==> src/rtl/alarm_sequencer_if.sv <==
// Alarm sequencer signal bundle: time/key strobes in, alarm status out.
interface alarm_sequencer_if;
  logic        one_second;
  logic        one_minute;
  logic        alarm_on;
  logic [15:0] cur_time;
  logic [15:0] alarm_time;
  logic        stop_key;
  logic        snooze_key;
  logic        sound_alarm;
  logic        beep;
  logic        snoozing;
  logic        missed;
  logic [1:0]  snooze_left;

  // Driver side: supplies strobes, keys and times, observes status.
  modport master (
    output one_second, one_minute, alarm_on, cur_time, alarm_time,
           stop_key, snooze_key,
    input  sound_alarm, beep, snoozing, missed, snooze_left
  );

  // Sequencer side.
  modport slave (
    input  one_second, one_minute, alarm_on, cur_time, alarm_time,
           stop_key, snooze_key,
    output sound_alarm, beep, snoozing, missed, snooze_left
  );
endinterface

==> src/rtl/alarm_sequencer.sv <==
// Alarm sequencer: detects the rising edge of the time/alarm match and runs
// the ring / snooze / timeout sequence with fully registered outputs.
module alarm_sequencer #(
  parameter int unsigned RING_SECS  = 60,
  parameter int unsigned SNOOZE_MIN = 5,
  parameter int unsigned MAX_SNOOZE = 3
) (
  input  logic               clk256,
  input  logic               reset,
  alarm_sequencer_if.slave   bus
);

  localparam logic [7:0] RING_LAST = 8'(RING_SECS);
  localparam logic [3:0] SNZ_LAST  = 4'(SNOOZE_MIN);
  localparam logic [1:0] SNZ_MAX   = 2'(MAX_SNOOZE);

  typedef enum logic [1:0] {IDLE, ARMED, RINGING, SNOOZE} state_e;

  state_e      state_q;
  logic [7:0]  ring_cnt_q;
  logic [3:0]  snz_cnt_q;
  logic        match_q;
  logic        sound_q;
  logic        beep_q;
  logic        snoozing_q;
  logic        missed_q;
  logic [1:0]  snooze_left_q;

  logic        match_d;
  logic        trigger;
  logic [7:0]  ring_cnt_d;
  logic [3:0]  snz_cnt_d;
  logic        ring_timeout;
  logic        snz_done;
  logic        ring_stop;

  // Raw compare; only its rising edge starts a ring, so a match that is
  // already standing when the alarm is armed stays silent.
  assign match_d      = (bus.cur_time == bus.alarm_time);
  assign trigger      = match_d & ~match_q;
  assign ring_cnt_d   = ring_cnt_q + 8'd1;
  assign snz_cnt_d    = snz_cnt_q + 4'd1;
  // Terminal checks look at the incremented count so the counters never wrap.
  assign ring_timeout = bus.one_second & (ring_cnt_d == RING_LAST);
  assign snz_done     = bus.one_minute & (snz_cnt_d == SNZ_LAST);
  // With no snoozes left, the snooze key behaves as stop.
  assign ring_stop    = bus.stop_key | (bus.snooze_key & (snooze_left_q == 2'd0));

  // Sequencer state, counters and registered outputs.
  always_ff @(posedge clk256 or negedge reset) begin
    if (!reset) begin
      state_q       <= IDLE;
      ring_cnt_q    <= 8'd0;
      snz_cnt_q     <= 4'd0;
      match_q       <= 1'b0;
      sound_q       <= 1'b0;
      beep_q        <= 1'b0;
      snoozing_q    <= 1'b0;
      missed_q      <= 1'b0;
      snooze_left_q <= SNZ_MAX;
    end else begin
      match_q <= match_d;
      if (!bus.alarm_on) begin
        state_q       <= IDLE;
        sound_q       <= 1'b0;
        beep_q        <= 1'b0;
        snoozing_q    <= 1'b0;
        missed_q      <= 1'b0;
        snooze_left_q <= SNZ_MAX;
      end else begin
        case (state_q)
          IDLE: begin
            state_q <= ARMED;
          end
          ARMED: begin
            if (bus.stop_key) begin
              missed_q <= 1'b0;
            end else if (trigger) begin
              state_q    <= RINGING;
              ring_cnt_q <= 8'd0;
              sound_q    <= 1'b1;
              beep_q     <= 1'b1;
            end
          end
          RINGING: begin
            if (ring_stop) begin
              state_q       <= ARMED;
              sound_q       <= 1'b0;
              beep_q        <= 1'b0;
              missed_q      <= 1'b0;
              snooze_left_q <= SNZ_MAX;
            end else if (bus.snooze_key) begin
              state_q       <= SNOOZE;
              sound_q       <= 1'b0;
              beep_q        <= 1'b0;
              snoozing_q    <= 1'b1;
              snz_cnt_q     <= 4'd0;
              snooze_left_q <= snooze_left_q - 2'd1;
            end else if (ring_timeout) begin
              state_q       <= ARMED;
              sound_q       <= 1'b0;
              beep_q        <= 1'b0;
              missed_q      <= 1'b1;
              snooze_left_q <= SNZ_MAX;
            end else if (bus.one_second) begin
              ring_cnt_q <= ring_cnt_d;
              beep_q     <= ~beep_q;
            end
          end
          SNOOZE: begin
            if (bus.stop_key) begin
              state_q       <= ARMED;
              snoozing_q    <= 1'b0;
              snooze_left_q <= SNZ_MAX;
            end else if (snz_done) begin
              state_q    <= RINGING;
              snoozing_q <= 1'b0;
              sound_q    <= 1'b1;
              beep_q     <= 1'b1;
              ring_cnt_q <= 8'd0;
            end else if (bus.one_minute) begin
              snz_cnt_q <= snz_cnt_d;
            end
          end
          default: begin
            state_q <= IDLE;
          end
        endcase
      end
    end
  end

  assign bus.sound_alarm = sound_q;
  assign bus.beep        = beep_q;
  assign bus.snoozing    = snoozing_q;
  assign bus.missed      = missed_q;
  assign bus.snooze_left = snooze_left_q;

endmodule
==> src/flat_wrapper.sv <==
// flat-port wrapper written by rule: the top's interface ports become plain ports
module alarm_sequencer_flat 
#(
  parameter int unsigned RING_SECS  = 60,
  parameter int unsigned SNOOZE_MIN = 5,
  parameter int unsigned MAX_SNOOZE = 3
)
  (clk256, reset, bus_one_second, bus_one_minute, bus_alarm_on, bus_cur_time, bus_alarm_time, bus_stop_key, bus_snooze_key, bus_sound_alarm, bus_beep, bus_snoozing, bus_missed, bus_snooze_left);
  alarm_sequencer_if bus_i ();
  input  logic clk256;
  input  logic reset;
  input wire logic [$bits(bus_i.one_second)-1:0] bus_one_second;
  input wire logic [$bits(bus_i.one_minute)-1:0] bus_one_minute;
  input wire logic [$bits(bus_i.alarm_on)-1:0] bus_alarm_on;
  input wire logic [$bits(bus_i.cur_time)-1:0] bus_cur_time;
  input wire logic [$bits(bus_i.alarm_time)-1:0] bus_alarm_time;
  input wire logic [$bits(bus_i.stop_key)-1:0] bus_stop_key;
  input wire logic [$bits(bus_i.snooze_key)-1:0] bus_snooze_key;
  output wire logic [$bits(bus_i.sound_alarm)-1:0] bus_sound_alarm;
  output wire logic [$bits(bus_i.beep)-1:0] bus_beep;
  output wire logic [$bits(bus_i.snoozing)-1:0] bus_snoozing;
  output wire logic [$bits(bus_i.missed)-1:0] bus_missed;
  output wire logic [$bits(bus_i.snooze_left)-1:0] bus_snooze_left;
  assign bus_i.one_second = bus_one_second;
  assign bus_i.one_minute = bus_one_minute;
  assign bus_i.alarm_on = bus_alarm_on;
  assign bus_i.cur_time = bus_cur_time;
  assign bus_i.alarm_time = bus_alarm_time;
  assign bus_i.stop_key = bus_stop_key;
  assign bus_i.snooze_key = bus_snooze_key;
  assign bus_sound_alarm = bus_i.sound_alarm;
  assign bus_beep = bus_i.beep;
  assign bus_snoozing = bus_i.snoozing;
  assign bus_missed = bus_i.missed;
  assign bus_snooze_left = bus_i.snooze_left;
  alarm_sequencer #(.RING_SECS(RING_SECS), .SNOOZE_MIN(SNOOZE_MIN), .MAX_SNOOZE(MAX_SNOOZE)) u_core (.clk256(clk256), .reset(reset), .bus(bus_i));
endmodule
==> config.mk <==
export PLATFORM = sky130hd
export DESIGN_NAME = alarm_sequencer_flat
export DESIGN_NICKNAME = d
export VERILOG_FILES = /design/src/rtl/alarm_sequencer_if.sv /design/src/rtl/alarm_sequencer.sv /design/src/flat_wrapper.sv
export SDC_FILE = /design/constraint.sdc
export NUM_CORES = 1
export LEC_CHECK = 0
export CORE_MARGIN = 2
export CORE_UTILIZATION = 40
export CTS_BUF_LIST = sky130_fd_sc_hd__clkbuf_8
export DETAILED_ROUTE_END_ITERATION = 12
export GPL_TIMING_DRIVEN = 0
export HOLD_SLACK_MARGIN = 0.03
export PLACE_DENSITY_LB_ADDON = 0.1
export SYNTH_ARGS = -nofsm -noshare
export SYNTH_HDL_FRONTEND = slang
export SYNTH_SLANG_ARGS = --single-unit
export TNS_END_PERCENT = 10
==> constraint.sdc <==
create_clock -name clk256 -period 2.25 [get_ports clk256]
set_clock_uncertainty 0.05 [all_clocks]
set_input_delay 0.3375 -clock clk256 [delete_from_list [all_inputs] [get_ports clk256]]
set_output_delay 0.3375 -clock clk256 [all_outputs]
set_load 0.005 [all_outputs]
[Word-level counts from Yosys, hierarchy flattened]
Index checks and enable logic that the tools add are counted.
Storage, ports and cells
  register bits: 21
  bits of input ports: 39
  output and inout port bits: 6
Cells by class
  add/sub/neg operators: 3
  eq/ne operators: 33
  multiplexer cells: 57
  bitwise gates (word level): 7
  reductions and logical operators: 12
Operators by type and width (number)
  2-to-1 mux 8 bit: 8
  2-to-1 mux 2 bit: 13
  case mux 8 bit (3 select lines): 1
  2-to-1 mux 1 bit: 23
  2-to-1 mux 4 bit: 5
  inequality test 2 bit, second input constant: 9
  inequality test 3 bit, second input constant: 6
  == test 16 bit: 1
  AND reduction 4 bit: 3
  AND reduction 6 bit: 2
  AND reduction 10 bit: 1
  adder 8 x 1 -> 8 bit, second input constant: 1
  == test 8 x 6 -> 1 bit, second input constant: 1
  inequality test 4 x 3 -> 1 bit, second input constant: 2
  case mux 2 bit (4 select lines): 1
  case mux 4 bit (2 select lines): 1
  AND reduction 7 bit: 1
  inequality test 3 x 1 -> 1 bit, second input constant: 2
  inequality test 3 x 2 -> 1 bit, second input constant: 2
  inequality test 6 x 4 -> 1 bit, second input constant: 1
  case mux 1 bit (3 select lines): 2
  inequality test 5 x 3 -> 1 bit, second input constant: 1
  adder 4 x 1 -> 4 bit, second input constant: 1
  AND 1 bit: 4
  15 further kinds: 20

[Longest topological paths before layout]
Gate-level depths: netlist (run 1).
  depth after elaboration: 8
  gate-level depth with buffers: 7
  gate-level depth less buffers: 7

[Worst setup path after synthesis (run 1)]
OpenSTA, ideal clock, no wires.
  kind: register to register
  start point: register u_core.snz_cnt_q[0]
  end point: register u_core.ring_cnt_q[2]
  arrival time: 1.840 ns
  path slack: 0.218 ns
  stages on the path, launching flop included: 7
  path buffers: 0
  period minus slack after synthesis: 2.032 ns
  cell sequence: dfrtp_1 ha_1 xnor2_1 a2111o_1 a21o_1 o41ai_4 o221ai_1
On the way
  longest elaborated chain between the ends: 5
Ends and longest elaborated chain
  start, declared: line alarm_sequencer.sv:21  | logic [3:0] snz_cnt_q;
  start signal, assigned: line alarm_sequencer.sv:122  | snz_cnt_q <= snz_cnt_d;
  adder 4 x 1 -> 4 bit: line alarm_sequencer.sv:42  | assign snz_cnt_d = snz_cnt_q + 4'd1;
  == test 4 x 3 -> 1 bit: line alarm_sequencer.sv:45  | assign snz_done = bus.one_minute & (snz_cnt_d == SNZ_LAST);
  AND 1 bit: line alarm_sequencer.sv:45
  inequality test 2 x 1 -> 1 bit (no line)
  AND reduction 10 bit (no line)
  end signal, assigned: line alarm_sequencer.sv:106  | ring_cnt_q <= ring_cnt_d;
  end, declared: line alarm_sequencer.sv:20  | logic [7:0] ring_cnt_q;
Every way passes these cells.
A chain may end at the register's enable or synchronous reset.

[Worst setup path after layout (run 1)]
  start point: register u_core.snooze_left_q[0], in the netlist u_core.bus.snooze_left[0]
  end point: register u_core.ring_cnt_q[2]
On the way
  longest elaborated chain between the ends: 5
Ends and longest elaborated chain
  start, declared: line alarm_sequencer.sv:27  | logic [1:0] snooze_left_q;
  start signal, assigned: line alarm_sequencer.sv:98  | snooze_left_q <= snooze_left_q - 2'd1;
  zero test 2 bit: line alarm_sequencer.sv:47  | assign ring_stop = bus.stop_key | (bus.snooze_key & (snooze_left_q == 2'd0));
  AND 1 bit: line alarm_sequencer.sv:47
  OR 1 bit: line alarm_sequencer.sv:47
  inequality test 2 bit (no line)
  AND reduction 10 bit (no line)
Every way passes these cells.

==> results of run 1 <==
==> stage by stage <==
stage	hold WS, ns	worst slack [ns]	setup TNS, ns
finish	0.419	0.0563	0
global route	0.438	-0.0198	-0.0355
CTS	0.412	-0.0210	-0.0531
detailed placement	0.448	-0.270	-1.85
global placement	0.436	-0.196	-1.32
floorplan	-0.00809	0.218	0
==> where the power goes <==
group / switching [mW] / leakage (nW) / internal (mW)
registers: 0.100 / 0.260 / 0.460
clock network: 0.126 / 0.0255 / 0.124
logic: 0.184 / 0.626 / 0.210
==> registers in the layout, indices dropped and copies added (netlist names) <==
| register | count |
|---|---|
| u_core.ring_cnt_q | 8 |
| u_core.snz_cnt_q | 4 |
| u_core.bus.snooze_left | 2 |
| u_core.state_q | 2 |
| u_core.bus.beep | 1 |
| u_core.bus.missed | 1 |
| u_core.bus.snoozing | 1 |
| u_core.bus.sound_alarm | 1 |
| u_core.match_q | 1 |
==> worst paths after layout <==
path                       slack, ns                      start              endpoint  cells past startpoint
setup / recovery                0.06  u_core.bus.snooze_left[0]  u_core.ring_cnt_q[2]                      8
hold / removal                  0.42               bus_alarm_on       u_core.bus.beep                      3
setup reg to reg                0.06  u_core.bus.snooze_left[0]  u_core.ring_cnt_q[2]                      8
hold reg to reg                 0.46          u_core.bus.missed     u_core.bus.missed                      2
max in group asynchronous       0.93                      reset   u_core.snz_cnt_q[0]                      1
min in group asynchronous       0.56                      reset   u_core.bus.snoozing                      1
==> repair_timing <==
item | 4_1_cts | 5_1_grt
setup buffers | 0 | 4
gates resized for setup | 4 | 5
setup endpoints to repair | 8 | 11
pin swaps | 0 | 4
endpoints found under the hold margin | 0 | 0
==> area by class of cell <==
| cell class | count | area (um2) |
|---|---|---|
| fill | 346 | 1540 |
| inverter | 14 | 52.6 |
| multi-input combinational | 135 | 957 |
| clock buffer | 3 | 41.3 |
| timing repair buffer | 47 | 460 |
| clock inverter | 1 | 5.00 |
| buffer | 4 | 18.8 |
| sequential | 21 | 529 |
| tap | 48 | 60.1 |
==> layer usage <==
| layer | vias to the layer above | GRT usage | routed length, um |
|---|---|---|---|
| li1 | 736 | - | - |
| met1 | 710 | 0.216 | 1550 |
| met2 | 34 | 0.336 | 1980 |
| met3 | 3 | 0.0291 | 116 |
| met4 | 0 | 0.0547 | 27 |
| met5 | - | 0 | 0 |
==> cell usage after synthesis (2+ instances only) <==
library cell	number	area, um2
dfrtp_1	19	475
nand2_1	17	63.8
xor2_1	16	140
inv_1	13	48.8
nor2_1	11	41.3
a21oi_1	8	40.0
nand3_1	7	35.0
a31oi_1	5	31.3
nor4_1	5	31.3
ha_1	4	50.1
nand2b_1	4	25.0
nor2b_1	4	25.0
nor3_1	4	20.0
o211ai_1	4	30.0
o21ai_0	4	20.0
a21o_1	3	22.5
and2_1	3	18.8
and3_1	3	18.8
nand4_1	3	18.8
o221ai_1	3	26.3
a211o_1	2	17.5
buf_2	2	10.0
clkbuf_1	2	7.51
dfstp_2	2	52.6
mux2_2	2	22.5
nand4b_1	2	17.5
o31ai_1	2	15.0
or3_1	2	12.5
==> logic make-up after synthesis <==
family	Yosys count	synth area share
fa+ha+maj	4	0.0328
simple gates	71	0.255
buf+inv	18	0.0460
flops	21	0.346
xor+xnor	17	0.0977
mux	3	0.0213
compound gates	40	0.200
==> worst min-delay path: cells and delay by family <==
family,cells,cell delay [ns]
buf+inv,1,0.19
compound gates,2,0.17
==> results.md, run 1 <==
* Wire length per cell at 13.5 um
* Cell Area, Placed at 2010 um2
* DRT iter0 DRCs at 89
* Crit-path cells: inv_1, ha_1, a21oi_2, o31ai_2, a21o_1, o41ai_4, buf_4, o221ai_1
* DRT Pass-1 Iters at 4
* Port Buf Inserts at 43
* EDFF count, synth at 0
* GR Util All Layers at 0.183
* Area grow syn2layout at 39.4%
* H-tree levels at 1
* F_max at 0.456 GHz
* Global-route wire length before repair at 6.18 mm
* Share of cells above drive strength 1 at 0.111
* Worst Tran Pin Value at 0.981 ns
* Average size of a mapped cell at 8.76 um2
* Vias/cell at 5.43
* Wirelength, routed at 3.68 mm
* Row cnt at 22
* CP arrival at 2.28 ns
* Fin crit period at 2.19 ns
* Ys flop type: dfrtp_1
* CP max FO at 7
* Die X at 65.7 um
* Utilization after layout at 0.580
* Final nets at 269
* Gpl congestion at 0.856
* Largest net degree at the start of global routing at 22
* Syn Nets at 217
* Non-filler cells, final at 273
* Vias post-DR at 1483
* Die Y at 65.7 um
* Top Ports at 45
* Commonest non-fill, non-tap cells in the layout: clkdlybuf4s50_1, dfrtp_1, nand2_1, xor2_1, inv_1
* Num CTS Buffers at 3
* Post-layout instance area at 2120 um2
* Clock Sinks at 21
* Bufs and invs on worst path at 2
* Final slew viol count at 0
* Synth unique cells at 46
* Die area at 4320 um2
* Slowest cell on crit path: dfstp_2
* Clock buffer depth at 2
* CP Launch Type: flop
* Crit share post-route at 0.975
* Synth Instances at 174
* Clock Pin Slew Worst Setup and Hold Paths at 0.08 ns
* YS warnings at 0
* Starting Density at 0.416
* Post-synthesis async set-or-reset flop share at 1.00
* Worst skew pair latency at 0.27 ns
* Finish-stage setup viols at 0
* Final hold violation count at 0
* Leak at 0.912 nW
* Dpl hpwl at 2.86 mm
* Synthesized area at 1520 um2
* CP endpoint kind: flop
* Critical path class: flop to flop
* Worst vdd ir at 0.000376 V
* Status: complete, no violations
* Antenna diode count at 0
* Post-CTS Hold Buffers at 0
* TritonCTS clock tree: built
* Root Buffer: clkbuf_8
* Max stage delay on crit path at 0.56 ns
* Vias in the first global route at 1433
* Initial antenna violation count at 0
* Slew margin rel. at 0.344
* CP required at 2.33 ns
* Worst hold path type: primary input to flop
* Final ANT Viol Nets at 0
* PwrDens at 567 nW/um2
* CP top delay family: compound AO/OA/AOI/OAI gates
* Total gr overflow at 0
* FF+latch count, synth at 21
* Post-Place Cells at 265
* DRC Markers at 0
* Register area share after synthesis at 0.346
* RSZ-0062 raised after global routing: true
* Core area at 3660 um2
* Final Power at 1.20 mW
* Most common cell after layout, fill and taps aside: clkdlybuf4s50_1
* Max-capacitance violation count at 0
No activity file was read; power rests on OpenSTA's default activity.
==> inputs of run 2 (changes only) <==
==> constraint.sdc (replaced) <==
create_clock -name clk256 -period 2.25 [get_ports clk256]
set_clock_uncertainty 0.05 [all_clocks]
set_input_delay 0.675 -clock clk256 [delete_from_list [all_inputs] [get_ports clk256]]
set_output_delay 0.675 -clock clk256 [all_outputs]
set_load 0.005 [all_outputs]
==> run 2 against run 1 <==
  * Maximum frequency increased by 2.1%
  * First-iteration DRC count down 5.6%
  * Combinational power is essentially flat
  * Die area unchanged
  * Sequential power barely moved
  * Flip-flop and latch count is the same
  * Clock power about the same
  * Via count decreased by 0.61%
  * Non-clock buffer count is 1 lower
  * Total power up 0.49%
  * Critical path depth shrank 1
==> results.md, run 2 (synthesis results as in run 1) <==
* Die Y at 65.7 um (unchanged)
* Bufs and invs on worst path at 2 (unchanged)
* Largest net degree at the start of global routing at 22 (unchanged)
* Root Buffer: clkbuf_8
* Slew margin rel. at 0.339 (-0.00450)
* GR Util All Layers at 0.187 (+0.00435)
* Post-CTS Hold Buffers at 0 (unchanged)
* Largest Register: u_core.ring_cnt_q
* PwrDens at 534 nW/um2 (-5.9%)
* Clock Sinks at 21 (unchanged)
* Leak at 1.21 nW (+32%)
* Hold path depth at 2 (-1)
* Dpl hpwl at 2.86 mm (unchanged)
* Top Ports at 45 (unchanged)
* Wirelength, routed at 3.85 mm (+4.6%)
* CP max FO at 8 (+1)
* Port Buf Inserts at 43 (unchanged)
* Worst Tran Pin Value at 0.988 ns (+0.00673 ns)
* Die X at 65.7 um (unchanged)
* Vias/cell at 5.42 (-0.24%)
* CP endpoint kind: flop
* Fin crit period at 2.15 ns (-0.0445 ns)
* Max-capacitance violation count at 0 (unchanged)
* Clock power frac at 0.207 (about the same)
* Core area at 3660 um2 (unchanged)
* Hold path endpoint: u_core.bus.missed
* F_max at 0.465 GHz (+2.1%)
* Worst skew pair latency at 0.27 ns (about the same)
* Worst R2R Start: u_core.snz_cnt_q[0]
* CP Launch Type: primary input
* Commonest non-fill, non-tap cells in the layout: dlymetal6s2s_1, dfrtp_1, nand2_1, xor2_1, inv_1
* Number of flip-flops in the largest register at 8 (unchanged)
* RSZ-0062 raised after global routing: false
* Final nets at 268 (-0.37%)
* Wire length per cell at 14.1 um (+5.0%)
* Vias post-DR at 1474 (-0.61%)
* CP top delay family: buffers and inverters
* R2r setup slk at 0.16 ns (+0.10 ns)
* Post-layout instance area at 2270 um2 (+6.8%)
* Clock Pin Slew Worst Setup and Hold Paths at 0.08 ns (about the same)
* Worst reg-to-reg path cell count at 7 (-1)
* Area grow syn2layout at 48.9%
* CP arrival at 2.25 ns (-0.03 ns)
* DRT iter0 DRCs at 84 (-5.6%)
* Gpl congestion at 0.856 (unchanged)
* Clock buffer depth at 2 (unchanged)
* Flop pwr share at 0.464 (about the same)
* Status: complete, no violations
* Total gr overflow at 0 (unchanged)
* Crit share post-route at 0.955 (-0.0198)
* Die area at 4320 um2 (unchanged)
* Final slew viol count at 0 (unchanged)
* Initial antenna violation count at 0 (unchanged)
* Share of cells above drive strength 1 at 0.125 (+0.0139)
* Hold path startpoint: u_core.bus.missed
* Finish-stage setup viols at 0 (unchanged)
* Sw power at 423 uW (+2.9%)
* CP required at 2.35 ns (+0.02 ns)
* Max stage delay on crit path at 0.41 ns (-0.15 ns)
* Final Hold Slack at 0.460 ns (+0.0406 ns)
* Antenna diode count at 0 (unchanged)
* Worst hold path type: flop to flop
* Vias in the first global route at 1435 (+0.14%)
* Logic pwr share at 0.328 (about the same)
* Slowest cell on crit path: clkdlybuf4s50_1
* Num CTS Buffers at 3 (unchanged)
* Sw Ratio at 0.349 (+0.00833)
* DRC Markers at 0 (unchanged)
* Largest regs: u_core.ring_cnt_q (8), u_core.snz_cnt_q (4)
* Global-route wire length before repair at 6.31 mm (+2.2%)
* Most common cell after layout, fill and taps aside: dlymetal6s2s_1
* Critical path class: primary input to flop
* Pint at 787 uW (-0.78%)
* DRT Pass-1 Iters at 4 (unchanged)
* Starting Density at 0.416 (unchanged)
* Final ANT Viol Nets at 0 (unchanged)
* Final hold violation count at 0 (unchanged)
* Row cnt at 22 (unchanged)
* Crit-path cells: clkdlybuf4s50_1, xor2_1, nor4_2, nand4_1, o41ai_4, buf_6, o211ai_1
* Worst vdd ir at 0.000378 V (+0.71%)
* TritonCTS clock tree: built
* H-tree levels at 1 (unchanged)
* Reg-to-Reg End: u_core.ring_cnt_q[5]
* Cell Area, Placed at 2010 um2 (unchanged)
run 2: changes by cell type in the layout (fill, tap and decap cells not counted), sizes merged:
cell / before / now
clkdlybuf4s50: 43 / 10
dlymetal6s2s: 0 / 33
clkbuf: 5 / 4
run 2: routing by layer:
| metal | share of wire | track usage | vias to the layer above |
|---|---|---|---|
| met5 | 0 | 0 | - |
| met4 | 0.0099 | 0.0547 | 0 |
| met3 | 0.031 | 0.0291 | 4 |
| met2 | 0.56 | 0.345 | 26 |
| met1 | 0.40 | 0.221 | 717 |
| li1 | - | - | 727 |
run 2: power by group through the flow:
stage / clock, mW / sequential [mW] / combinational [mW]
floorplan: 0 / 0.538 / 0.237
global placement: 0 / 0.559 / 0.352
detailed placement: 0 / 0.564 / 0.364
CTS: 0.260 / 0.557 / 0.384
global route: 0.283 / 0.577 / 0.453
finish: 0.251 / 0.562 / 0.397
run 2: worst max path at each step:
stage | slack [ns] | endpoint | depth (start not counted) | startpoint
after floorplan | 0.20 | u_core.ring_cnt_q[2] | 5 | bus_alarm_time[9]
after global placement | -0.53 | u_core.ring_cnt_q[5] | 7 | bus_stop_key
after detailed placement | -0.61 | u_core.ring_cnt_q[5] | 7 | bus_stop_key
after CTS | -0.06 | u_core.ring_cnt_q[2] | 7 | bus_stop_key
after global routing | 0.002 | u_core.ring_cnt_q[5] | 7 | bus_cur_time[5]
final | 0.10 | u_core.ring_cnt_q[5] | 7 | bus_cur_time[8]
run 2: cell type report:
| type | instances | area [um2] |
|---|---|---|
| Buffer | 4 | 28.8 |
| Clock buffer | 3 | 41.3 |
| Clock inverter | 1 | 5.00 |
| Fill cell | 306 | 1390 |
| Inverter | 14 | 52.6 |
| Multi-Input combinational cell | 135 | 1010 |
| Sequential cell | 21 | 528 |
| Tap cell | 48 | 60.1 |
| Timing Repair Buffer | 46 | 539 |
run 2: stage by stage:
| stage | std cells | util | setup TNS, ns | worst slack (ns) | power, mW |
|---|---|---|---|---|---|
| 3_5_place_dp | 265 | 0.550 | -7.18 | -0.607 | 0.927 |
| 2_1_floorplan | 174 | - | 0 | 0.202 | 0.775 |
| 5_1_grt | 272 | 0.620 | 0 | 0.00174 | 1.31 |
| 4_1_cts | 271 | 0.583 | -0.284 | -0.0608 | 1.20 |
| 3_3_place_gp | 265 | 0.550 | -6.45 | -0.533 | 0.911 |
| 6_report | 272 | 0.620 | 0 | 0.101 | 1.21 |
run 2: worst reg2reg max path, stage by stage (launching register included):
cell	delay, ns
dfrtp_1	0.45
ha_1	0.27
xnor2_1	0.16
a2111o_1	0.35
a21o_1	0.22
o41ai_4	0.22
buf_6	0.18
o211ai_1	0.10
run 2: timing repair:
action                     CTS  global route
gates resized for setup     11            41
buffers inserted             2             1
pin swaps                    4            13
setup endpoints to repair   12            17
